File: config.mk
export PLATFORM = sky130hd
export DESIGN_NAME = operand_pair_drain_fifo_flat
export DESIGN_NICKNAME = d
export VERILOG_FILES = /design/src/rtl/operand_pair_drain_fifo_if.sv /design/src/rtl/operand_pair_drain_fifo.sv /design/src/flat_wrapper.sv
export SDC_FILE = /design/constraint.sdc
export NUM_CORES = 1
export LEC_CHECK = 0
export ABC_AREA = 1
export BUFFER_PORTS_ARGS = -buffer_cell sky130_fd_sc_hd__buf_2
export CAP_MARGIN = 20
export CORE_MARGIN = 4
export CORE_UTILIZATION = 55
export CTS_CLUSTER_SIZE = 40
export DETAILED_ROUTE_END_ITERATION = 6
export HOLD_SLACK_MARGIN = 0.06
export PLACE_DENSITY = 0.77
export SETUP_SLACK_MARGIN = 0.1
export SLEW_MARGIN = 20
export SYNTH_ARGS = -nofsm -noshare
export SYNTH_HDL_FRONTEND = slang
export SYNTH_SLANG_ARGS = --single-unit
File: constraint.sdc
create_clock -name clk -period 9.7 [get_ports clk]
set_input_delay 0.485 -clock clk [delete_from_list [all_inputs] [get_ports clk]]
set_output_delay 0.485 -clock clk [all_outputs]
set_load 0.005 [all_outputs]
File: src/rtl/operand_pair_drain_fifo_if.sv
// Handshake bundle between the operand delay line, the pair FIFO and its consumer.
// The FIFO takes the slave side; the producer/consumer bench side takes the master side.
interface operand_pair_drain_fifo_if #(
    parameter int WIDTH = 64
);
    logic             in_valid;
    logic [WIDTH-1:0] in_1;
    logic [WIDTH-1:0] in_2;
    logic             in_ready;
    logic             out_valid;
    logic [WIDTH-1:0] out_1;
    logic [WIDTH-1:0] out_2;
    logic             out_ready;

    modport slave (
        input  in_valid, in_1, in_2, out_ready,
        output in_ready, out_valid, out_1, out_2
    );

    modport master (
        output in_valid, in_1, in_2, out_ready,
        input  in_ready, out_valid, out_1, out_2
    );
endinterface

File: src/rtl/operand_pair_drain_fifo.sv
// Elastic receive buffer for operand pairs leaving a non-stallable 2-stage delay line.
// Credit (in_ready) drops early so the two in-flight pairs always find room.
module operand_pair_drain_fifo #(
    parameter int WIDTH = 64,
    parameter int DEPTH = 4,
    parameter int CNT_W = $clog2(DEPTH) + 1
) (
    input  logic                 clk,
    input  logic                 rst_n,
    operand_pair_drain_fifo_if.slave bus,
    output logic [CNT_W-1:0]     count,
    output logic                 overflow
);
    localparam int AW = $clog2(DEPTH);

    logic [2*WIDTH-1:0] r_mem [DEPTH];
    logic [AW-1:0]      r_wr_ptr;
    logic [AW-1:0]      r_rd_ptr;
    logic [CNT_W-1:0]   r_count;
    logic               r_overflow;

    logic               w_out_valid;
    logic               w_pop;
    logic               w_push;
    logic [2*WIDTH-1:0] w_head;

    assign w_out_valid = (r_count != '0);
    assign w_pop       = w_out_valid & bus.out_ready;
    assign w_push      = bus.in_valid & ((r_count < CNT_W'(DEPTH)) | w_pop);
    assign w_head      = r_mem[r_rd_ptr];

    assign bus.out_valid = w_out_valid;
    assign bus.out_1     = w_out_valid ? w_head[WIDTH-1:0] : '0;
    assign bus.out_2     = w_out_valid ? w_head[2*WIDTH-1:WIDTH] : '0;
    assign bus.in_ready  = (r_count <= CNT_W'(DEPTH - 3));
    assign count         = r_count;
    assign overflow      = r_overflow;

    // Storage is deliberately left out of reset; only pointers/count matter.
    always_ff @(posedge clk) begin
        if (w_push) begin
            r_mem[r_wr_ptr] <= {bus.in_2, bus.in_1};
        end
    end

    always_ff @(posedge clk or negedge rst_n) begin
        if (!rst_n) begin
            r_wr_ptr   <= '0;
            r_rd_ptr   <= '0;
            r_count    <= '0;
            r_overflow <= 1'b0;
        end else begin
            if (w_push) begin
                r_wr_ptr <= r_wr_ptr + 1'b1;
            end
            if (w_pop) begin
                r_rd_ptr <= r_rd_ptr + 1'b1;
            end
            case ({w_push, w_pop})
                2'b10:   r_count <= r_count + 1'b1;
                2'b01:   r_count <= r_count - 1'b1;
                default: r_count <= r_count;
            endcase
            if (bus.in_valid & ~w_push) begin
                r_overflow <= 1'b1;
            end
        end
    end
endmodule
File: src/flat_wrapper.sv
// flat-port wrapper written by rule: the top's interface ports become plain ports
module operand_pair_drain_fifo_flat 
#(
    parameter int WIDTH = 64,
    parameter int DEPTH = 4,
    parameter int CNT_W = $clog2(DEPTH) + 1
)
  (clk, rst_n, count, overflow, bus_in_valid, bus_in_1, bus_in_2, bus_out_ready, bus_in_ready, bus_out_valid, bus_out_1, bus_out_2);
  operand_pair_drain_fifo_if #(.WIDTH(WIDTH)) bus_i ();
  input  logic clk;
  input  logic rst_n;
  output logic [CNT_W-1:0] count;
  output logic overflow;
  input wire logic [$bits(bus_i.in_valid)-1:0] bus_in_valid;
  input wire logic [$bits(bus_i.in_1)-1:0] bus_in_1;
  input wire logic [$bits(bus_i.in_2)-1:0] bus_in_2;
  input wire logic [$bits(bus_i.out_ready)-1:0] bus_out_ready;
  output wire logic [$bits(bus_i.in_ready)-1:0] bus_in_ready;
  output wire logic [$bits(bus_i.out_valid)-1:0] bus_out_valid;
  output wire logic [$bits(bus_i.out_1)-1:0] bus_out_1;
  output wire logic [$bits(bus_i.out_2)-1:0] bus_out_2;
  assign bus_i.in_valid = bus_in_valid;
  assign bus_i.in_1 = bus_in_1;
  assign bus_i.in_2 = bus_in_2;
  assign bus_i.out_ready = bus_out_ready;
  assign bus_in_ready = bus_i.in_ready;
  assign bus_out_valid = bus_i.out_valid;
  assign bus_out_1 = bus_i.out_1;
  assign bus_out_2 = bus_i.out_2;
  operand_pair_drain_fifo #(.WIDTH(WIDTH), .DEPTH(DEPTH), .CNT_W(CNT_W)) u_core (.clk(clk), .rst_n(rst_n), .bus(bus_i), .count(count), .overflow(overflow));
endmodule
### Word-level counts from Yosys, hierarchy flattened

Memory sizes are Yosys's and may differ from the RTL's.
Index checks and enable logic that the tools add are counted.

| storage, ports and cells | value |
|---|---|
| register bits after elaboration | 8 |
| bits of input ports | 132 |
| bits in writable memories | 512 |
| output and inout port bits | 134 |
| word-level logic and storage cells | 25 |
| memories kept | 1 |

Memories:

| memory | depth | width | rd ports | clocked after Yosys merged registers in | wr ports | line | text |
|---|---|---|---|---|---|---|---|
| u_core.r_mem | 4 | 128 | 1 | 0 | 1 | operand_pair_drain_fifo.sv:16 | `logic [2*WIDTH-1:0] r_mem [DEPTH];` |

| operators by class | value |
|---|---|
| bitwise gates (word level) | 5 |
| mux-type cells | 5 |
| reduce and logical (&&, ||, !) cells | 2 |
| equality and inequality tests | 2 |
| add/subtract/negate cells | 4 |
| magnitude comparators | 2 |

Operator list:

| cell | count |
|---|---|
| $mux W64 | 2 |
| $pmux W3 S2 | 1 |
| $add A2 B1 Y2 const B | 2 |
| $add A3 B1 Y3 const B | 1 |
| $and A1 B1 Y1 | 3 |
| $le A3 B1 Y1 const B | 1 |
| $lt A3 B3 Y1 const B | 1 |
| $reduce_bool A3 Y1 | 1 |
| $sub A3 B1 Y3 const B | 1 |
| $eq A2 B1 Y1 const B | 1 |
| $eq A2 B2 Y1 const B | 1 |
| $mux W1 | 2 |
| $reduce_bool A2 Y1 | 1 |
| $not A1 Y1 | 1 |
| $or A1 B1 Y1 | 1 |

### Longest topological paths before layout

| logic depth | value |
|---|---|
| depth after elaboration | 6 |
| mapped depth | 12 |
| gate-level depth less buffers | 12 |

### Worst setup path after synthesis

OpenSTA, ideal clock, no wires.

| timing | value |
|---|---|
| path type | flip-flop to flip-flop |
| start point | register u_core.r_count[2] (netlist: u_core.count[2]) |
| end point | memory u_core.r_mem[0][0] (netlist bit) (enable) |
| cell stages (with the launch flop) | 4 |
| clock period less this slack | 6.595 ns |
| path slack | 3.105 ns |
| buffers on the path | 0 |
| required time | 9.083 ns |
| arrival time | 5.978 ns |
| path through | dfrtp_1 -> inv_1 -> o21ai_2 -> nor2_1 |

| on the way | value |
|---|---|
| word-level cells in the longest chain between the ends | 6 |

Ends and longest elaborated chain:

| what | line | text |
|---|---|---|
| start, declared | operand_pair_drain_fifo.sv:19 | `logic [CNT_W-1:0] r_count;` |
| start signal, assigned | operand_pair_drain_fifo.sv:60 | `2'b10: r_count <= r_count + 1'b1;` |
| start signal, assigned | operand_pair_drain_fifo.sv:61 | `2'b01: r_count <= r_count - 1'b1;` |
| start signal, assigned | operand_pair_drain_fifo.sv:62 | `default: r_count <= r_count;` |
| parallel branches: the longest is 2 deep, another holds $lt A3 B3 Y1 | n/a |  |
| $or A1 B1 Y1 (*) | operand_pair_drain_fifo.sv:29 | `assign w_push = bus.in_valid & ((r_count < CNT_W'(DEPTH)) \| w_pop);` |
| $and A1 B1 Y1 (*) | operand_pair_drain_fifo.sv:29 |  |
| $mux W1 (*) | operand_pair_drain_fifo.sv:41 | `if (w_push) begin` |
| $mux W1 (implied by the code) (*) | operand_pair_drain_fifo.sv:42 | `r_mem[r_wr_ptr] <= {bus.in_2, bus.in_1};` |
| end, declared | operand_pair_drain_fifo.sv:16 |  |

Mark *: on every way between the ends.

### Final worst setup path

| timing | value |
|---|---|
| start point | register u_core.r_rd_ptr[0] |
| end point | output port bus_out_2[15] |

| on the way | value |
|---|---|
| word-level cells in the longest chain between the ends | 2 |

Ends and longest elaborated chain:

| what | line | text |
|---|---|---|
| start, declared | operand_pair_drain_fifo.sv:18 | `logic [AW-1:0] r_rd_ptr;` |
| start signal, assigned | operand_pair_drain_fifo.sv:57 | `r_rd_ptr <= r_rd_ptr + 1'b1;` |
| $mem_v2 Z4 W128 | n/a |  |
| $mux W64 | operand_pair_drain_fifo.sv:34 | `assign bus.out_2 = w_out_valid ? w_head[2*WIDTH-1:WIDTH] : '0;` |
| end, declared | flat_wrapper.sv:21 | `output wire logic [$bits(bus_i.out_2)-1:0] bus_out_2;` |

No other way between the ends.

==> impl_metrics.xml <==
<?xml version="1.0" encoding="UTF-8"?>
<metrics>
  <group name="hold_path">
    <metric name="min_delay_path_depth" unit="">1</metric>
    <metric name="hp-class" unit="">in -&gt; reg</metric>
    <metric name="hp-start" unit="">bus_in_1[1]</metric>
    <metric name="min_delay_worst_endpoint" unit="">u_core.r_mem[3][1]</metric>
  </group>
  <group name="pwr">
    <metric name="static-leakage-power" unit="nW">11.68</metric>
    <metric name="cellPowerDensity" unit="mW/mm^2">302.9</metric>
    <metric name="vdd_ir_drop_max" unit="mV">0.2227</metric>
    <metric name="power" unit="mW">7.835</metric>
  </group>
  <group name="synth">
    <metric name="synth_warnings" unit="">0</metric>
    <metric name="post_synth_main_area_contributors" unit="">sky130_fd_sc_hd__edfxtp_1 (69%), sky130_fd_sc_hd__inv_1 (8.9%), sky130_fd_sc_hd__nand2_1 (8.8%)</metric>
    <metric name="syn_area" unit="mm^2">0.02219</metric>
    <metric name="netlist.area_leader.share" unit="">0.6929</metric>
    <metric name="synth_seq_cells" unit="">520</metric>
    <metric name="synth.largest_area_cell" unit="">sky130_fd_sc_hd__edfxtp_1</metric>
    <metric name="post_synth_inst_count" unit="">2087</metric>
    <metric name="synth.lib_cells_used.distinct" unit="">20</metric>
    <metric name="seq_area_frac_synth" unit="">0.7020</metric>
    <metric name="syn_nets" unit="">2228</metric>
    <metric name="synth_area_per_cell" unit="um^2">10.63</metric>
  </group>
  <group name="drt">
    <metric name="routed-via-count" unit="">14780</metric>
    <metric name="detailed_routed_wire_length_on_met2" unit="mm">24.19</metric>
    <metric name="top_layer" unit="">met5</metric>
    <metric name="wl" unit="mm">49.36</metric>
    <metric name="route.layer.met1.wl" unit="mm">20.33</metric>
    <metric name="routed_length_on_met3" unit="mm">3.922</metric>
    <metric name="drc" unit="">0</metric>
    <metric name="vias_per_cell" unit="">5.105</metric>
    <metric name="wl_per_cell" unit="um">17.04</metric>
    <metric name="ant_nets" unit="">0</metric>
    <metric name="drt-pass1-iter-count" unit="">5</metric>
    <metric name="drt-initial-drc-count" unit="">1297</metric>
  </group>
  <group name="final_layout">
    <metric name="fin_cells" unit="">2896</metric>
    <metric name="finish.net_count" unit="">2463</metric>
    <metric name="layout.core_utilization" unit="">0.6496</metric>
    <metric name="post_route_cells_drive_above_1_share" unit="">0.1610</metric>
    <metric name="synthToLayoutAreaGrowth" unit="%">16.60</metric>
    <metric name="num-fill-cells" unit="">2946</metric>
  </group>
  <group name="sta">
    <metric name="hold_violations" unit="">0</metric>
    <metric name="max_freq" unit="GHz">0.2363</metric>
    <metric name="post-route-min-period" unit="ns">4.232</metric>
    <metric name="slew_headroom" unit="">0.2741</metric>
    <metric name="setup_total_negative_slack" unit="ns">0</metric>
    <metric name="worstMarginPinSlew" unit="ns">1.089</metric>
    <metric name="rsz0062_at_grt" unit="">false</metric>
    <metric name="timing.final.max_slew_violations" unit="">0</metric>
    <metric name="final-setup-viol-count" unit="">0</metric>
    <metric name="skew" unit="ns">0.01334</metric>
    <metric name="min_period_over_period" unit="">0.4362</metric>
  </group>
  <group name="critical_path">
    <metric name="r2r-start" unit="">u_core.count[2]</metric>
    <metric name="crit_fanout" unit="">180</metric>
    <metric name="cp_top_family" unit="">buffers and inverters</metric>
    <metric name="r2r_setup_slack" unit="ns">6.89</metric>
    <metric name="critical_path.cell_chain" unit="">inv_8 &gt; buf_4 &gt; nand2_1 &gt; nand3_1 &gt; a21oi_1 &gt; buf_2</metric>
    <metric name="timing.critical_path.slowest_stage_cell" unit="">sky130_fd_sc_hd__inv_8</metric>
    <metric name="setup.worst_path.end_class" unit="">output port</metric>
    <metric name="cpPeakStageDelay" unit="ns">0.90</metric>
    <metric name="worstRegToRegCells" unit="">4</metric>
    <metric name="criticalPathCategory" unit="">reg -&gt; out</metric>
    <metric name="rr_endpoint" unit="">u_core.r_mem[0][104]</metric>
    <metric name="cp.buffers_inverters" unit="">3</metric>
    <metric name="critical_path.startpoint_type" unit="">flip-flop</metric>
    <metric name="worst-endpoint-arrival" unit="ns">3.75</metric>
    <metric name="worst_ep_required_time" unit="ns">9.22</metric>
  </group>
  <group name="floorplanning">
    <metric name="die_y" unit="um">208.9</metric>
    <metric name="core.rowCount" unit="">73</metric>
    <metric name="floorplan.io_pins" unit="">266</metric>
    <metric name="floorplan.core_area" unit="mm^2">0.03982</metric>
    <metric name="initial_core_util" unit="">0.5572</metric>
    <metric name="dieArea" unit="mm^2">0.04362</metric>
    <metric name="die-width" unit="um">208.9</metric>
  </group>
  <group name="global_route">
    <metric name="gr-usage-all-layers" unit="">0.2224</metric>
    <metric name="number_of_global_route_vias_before_repair" unit="">14760</metric>
    <metric name="grt_start_max_net_pins" unit="">181</metric>
    <metric name="number_of_antenna_violations_at_the_first_check_in_global_routing" unit="">9</metric>
    <metric name="first_pass_grt_wire_length" unit="mm">77.26</metric>
    <metric name="grt.overflow.total" unit="">0</metric>
  </group>
  <group name="clock_tree">
    <metric name="cts_tree" unit="">yes</metric>
    <metric name="post-cts-setup-buffer-count" unit="">0</metric>
    <metric name="cts.path.max_buffers" unit="">3</metric>
    <metric name="cts.clk_slew.worst_paths" unit="ns">0.06</metric>
    <metric name="htree_num_levels" unit="">2</metric>
    <metric name="hold_buffers" unit="">1</metric>
    <metric name="clkLatencyLatePin" unit="ns">0.59</metric>
    <metric name="cts-resized-gates" unit="">0</metric>
    <metric name="clk_root_buffer_cell" unit="">sky130_fd_sc_hd__clkbuf_16</metric>
    <metric name="clock_sink_count" unit="">520</metric>
    <metric name="cts_inserted_buffers" unit="">52</metric>
  </group>
  <group name="place">
    <metric name="gp_congestion" unit="">0.7888</metric>
    <metric name="port-buffer-count" unit="">265</metric>
    <metric name="dp_hpwl" unit="mm">27.33</metric>
    <metric name="numPlacedInstances" unit="">2792</metric>
  </group>
  <group name="flow_run">
    <metric name="timing.max_cap.violations" unit="">0</metric>
  </group>
  <group name="run_status">
    <metric name="status" unit="">complete, no violations</metric>
  </group>
</metrics>
[registers in the layout, indices dropped and copies added, names as in the netlist]
| name | count |
|---|---|
| u_core.count | 3 |
| u_core.r_rd_ptr | 2 |
| u_core.overflow | 1 |
| u_core.r_mem | 512 |
| u_core.r_wr_ptr | 2 |
[per-stage QoR]
stage / setup slack (ns) / hold slack (ns) / cell area, um^2
global placement: 6.151 / 0.3394 / 23820
global route: 5.179 / 0.09085 / 25860
CTS: 5.389 / 0.06924 / 25850
floorplan: 3.105 / 0.1894 / 22190
detailed placement: 6.028 / 0.3440 / 23820
finish: 5.468 / 0.1088 / 25870
[layout make-up]
type,count,area (um^2),area share
antenna,5,12.51,0.0004836
clock buffer,62,1420,0.05489
clock inverter,36,608.1,0.02350
inverter,531,2006,0.07753
multi-input combinational,937,4140,0.1600
sequential,520,15580,0.6023
tap,525,656.9,0.02539
timing repair buffer,280,1445,0.05586
[Yosys cell counts]
| cell type | instances |
|---|---|
| sky130_fd_sc_hd__xnor2_1 | 2 |
| sky130_fd_sc_hd__dfrtp_1 | 8 |
| sky130_fd_sc_hd__inv_1 | 529 |
| sky130_fd_sc_hd__nor2_1 | 11 |
| sky130_fd_sc_hd__inv_2 | 2 |
| sky130_fd_sc_hd__ha_1 | 9 |
| sky130_fd_sc_hd__a21oi_1 | 129 |
| sky130_fd_sc_hd__xor2_1 | 1 |
| sky130_fd_sc_hd__buf_6 | 3 |
| sky130_fd_sc_hd__buf_4 | 1 |
| sky130_fd_sc_hd__clkbuf_1 | 5 |
| sky130_fd_sc_hd__o21ai_2 | 1 |
| sky130_fd_sc_hd__a21o_1 | 1 |
| sky130_fd_sc_hd__nand2_2 | 1 |
| sky130_fd_sc_hd__o21ai_0 | 3 |
| sky130_fd_sc_hd__nand3_1 | 258 |
| sky130_fd_sc_hd__buf_2 | 89 |
| sky130_fd_sc_hd__buf_1 | 1 |
| sky130_fd_sc_hd__nand2_1 | 521 |
| sky130_fd_sc_hd__edfxtp_1 | 512 |
[layout by cell type, fill, tap and decap left out, types with 3 or more instances in the layout]
master / count
sky130_fd_sc_hd__buf_2: 265
sky130_fd_sc_hd__clkinv_2: 5
sky130_fd_sc_hd__inv_1: 528
sky130_fd_sc_hd__dfrtp_1: 6
sky130_fd_sc_hd__edfxtp_1: 512
sky130_fd_sc_hd__bufinv_16: 16
sky130_fd_sc_hd__nand3_1: 258
sky130_fd_sc_hd__clkbuf_8: 6
sky130_fd_sc_hd__nor2_4: 4
sky130_fd_sc_hd__clkbuf_1: 3
sky130_fd_sc_hd__a21oi_1: 129
sky130_fd_sc_hd__clkinvlp_4: 7
sky130_fd_sc_hd__nand2_1: 521
sky130_fd_sc_hd__diode_2: 5
sky130_fd_sc_hd__clkbuf_16: 53
sky130_fd_sc_hd__ha_1: 9
sky130_fd_sc_hd__nor2_1: 7
sky130_fd_sc_hd__o21ai_0: 3
sky130_fd_sc_hd__clkinv_1: 4
sky130_fd_sc_hd__buf_4: 13
[kinds of logic after synthesis]
family	share of synthesized area
DFF	0.7020
and+or+nand+nor	0.1485
AOI/OAI and AO/OA	0.03051
adders and majority gates	0.005075
xor gates and xnor gates	0.001184
buffers and inverters	0.1128
[report_power, final]
group | internal [mW] | switching, mW
Clock | 1.47 | 0.838
Combinational | 0.848 | 1.63
Sequential | 2.85 | 0.189
Total | 5.17 | 2.66
[metal layers]
layer  vias to the layer above  track usage
met2                       531       0.3741
li1                       7104            -
met4                        14      0.05963
met1                      7055       0.2980
met3                        79      0.04804
met5                         -            0
[how the worst max path moves through the flow]
| stage | slack (ns) | start | cells past startpoint | to |
|---|---|---|---|---|
| 2_1_floorplan | 3.11 | u_core.count[2] | 3 | u_core.r_mem[0][0] |
| 3_3_place_gp | 6.15 | u_core.r_rd_ptr[0] | 6 | bus_out_2[42] |
| 3_5_place_dp | 6.03 | u_core.r_rd_ptr[0] | 6 | bus_out_2[59] |
| 4_1_cts | 5.39 | u_core.r_rd_ptr[0] | 6 | bus_out_2[15] |
| 5_1_grt | 5.18 | u_core.r_rd_ptr[0] | 6 | bus_out_2[35] |
| 6_report | 5.47 | u_core.r_rd_ptr[0] | 6 | bus_out_2[15] |
Note: power is estimated with default switching activity, not from simulation.
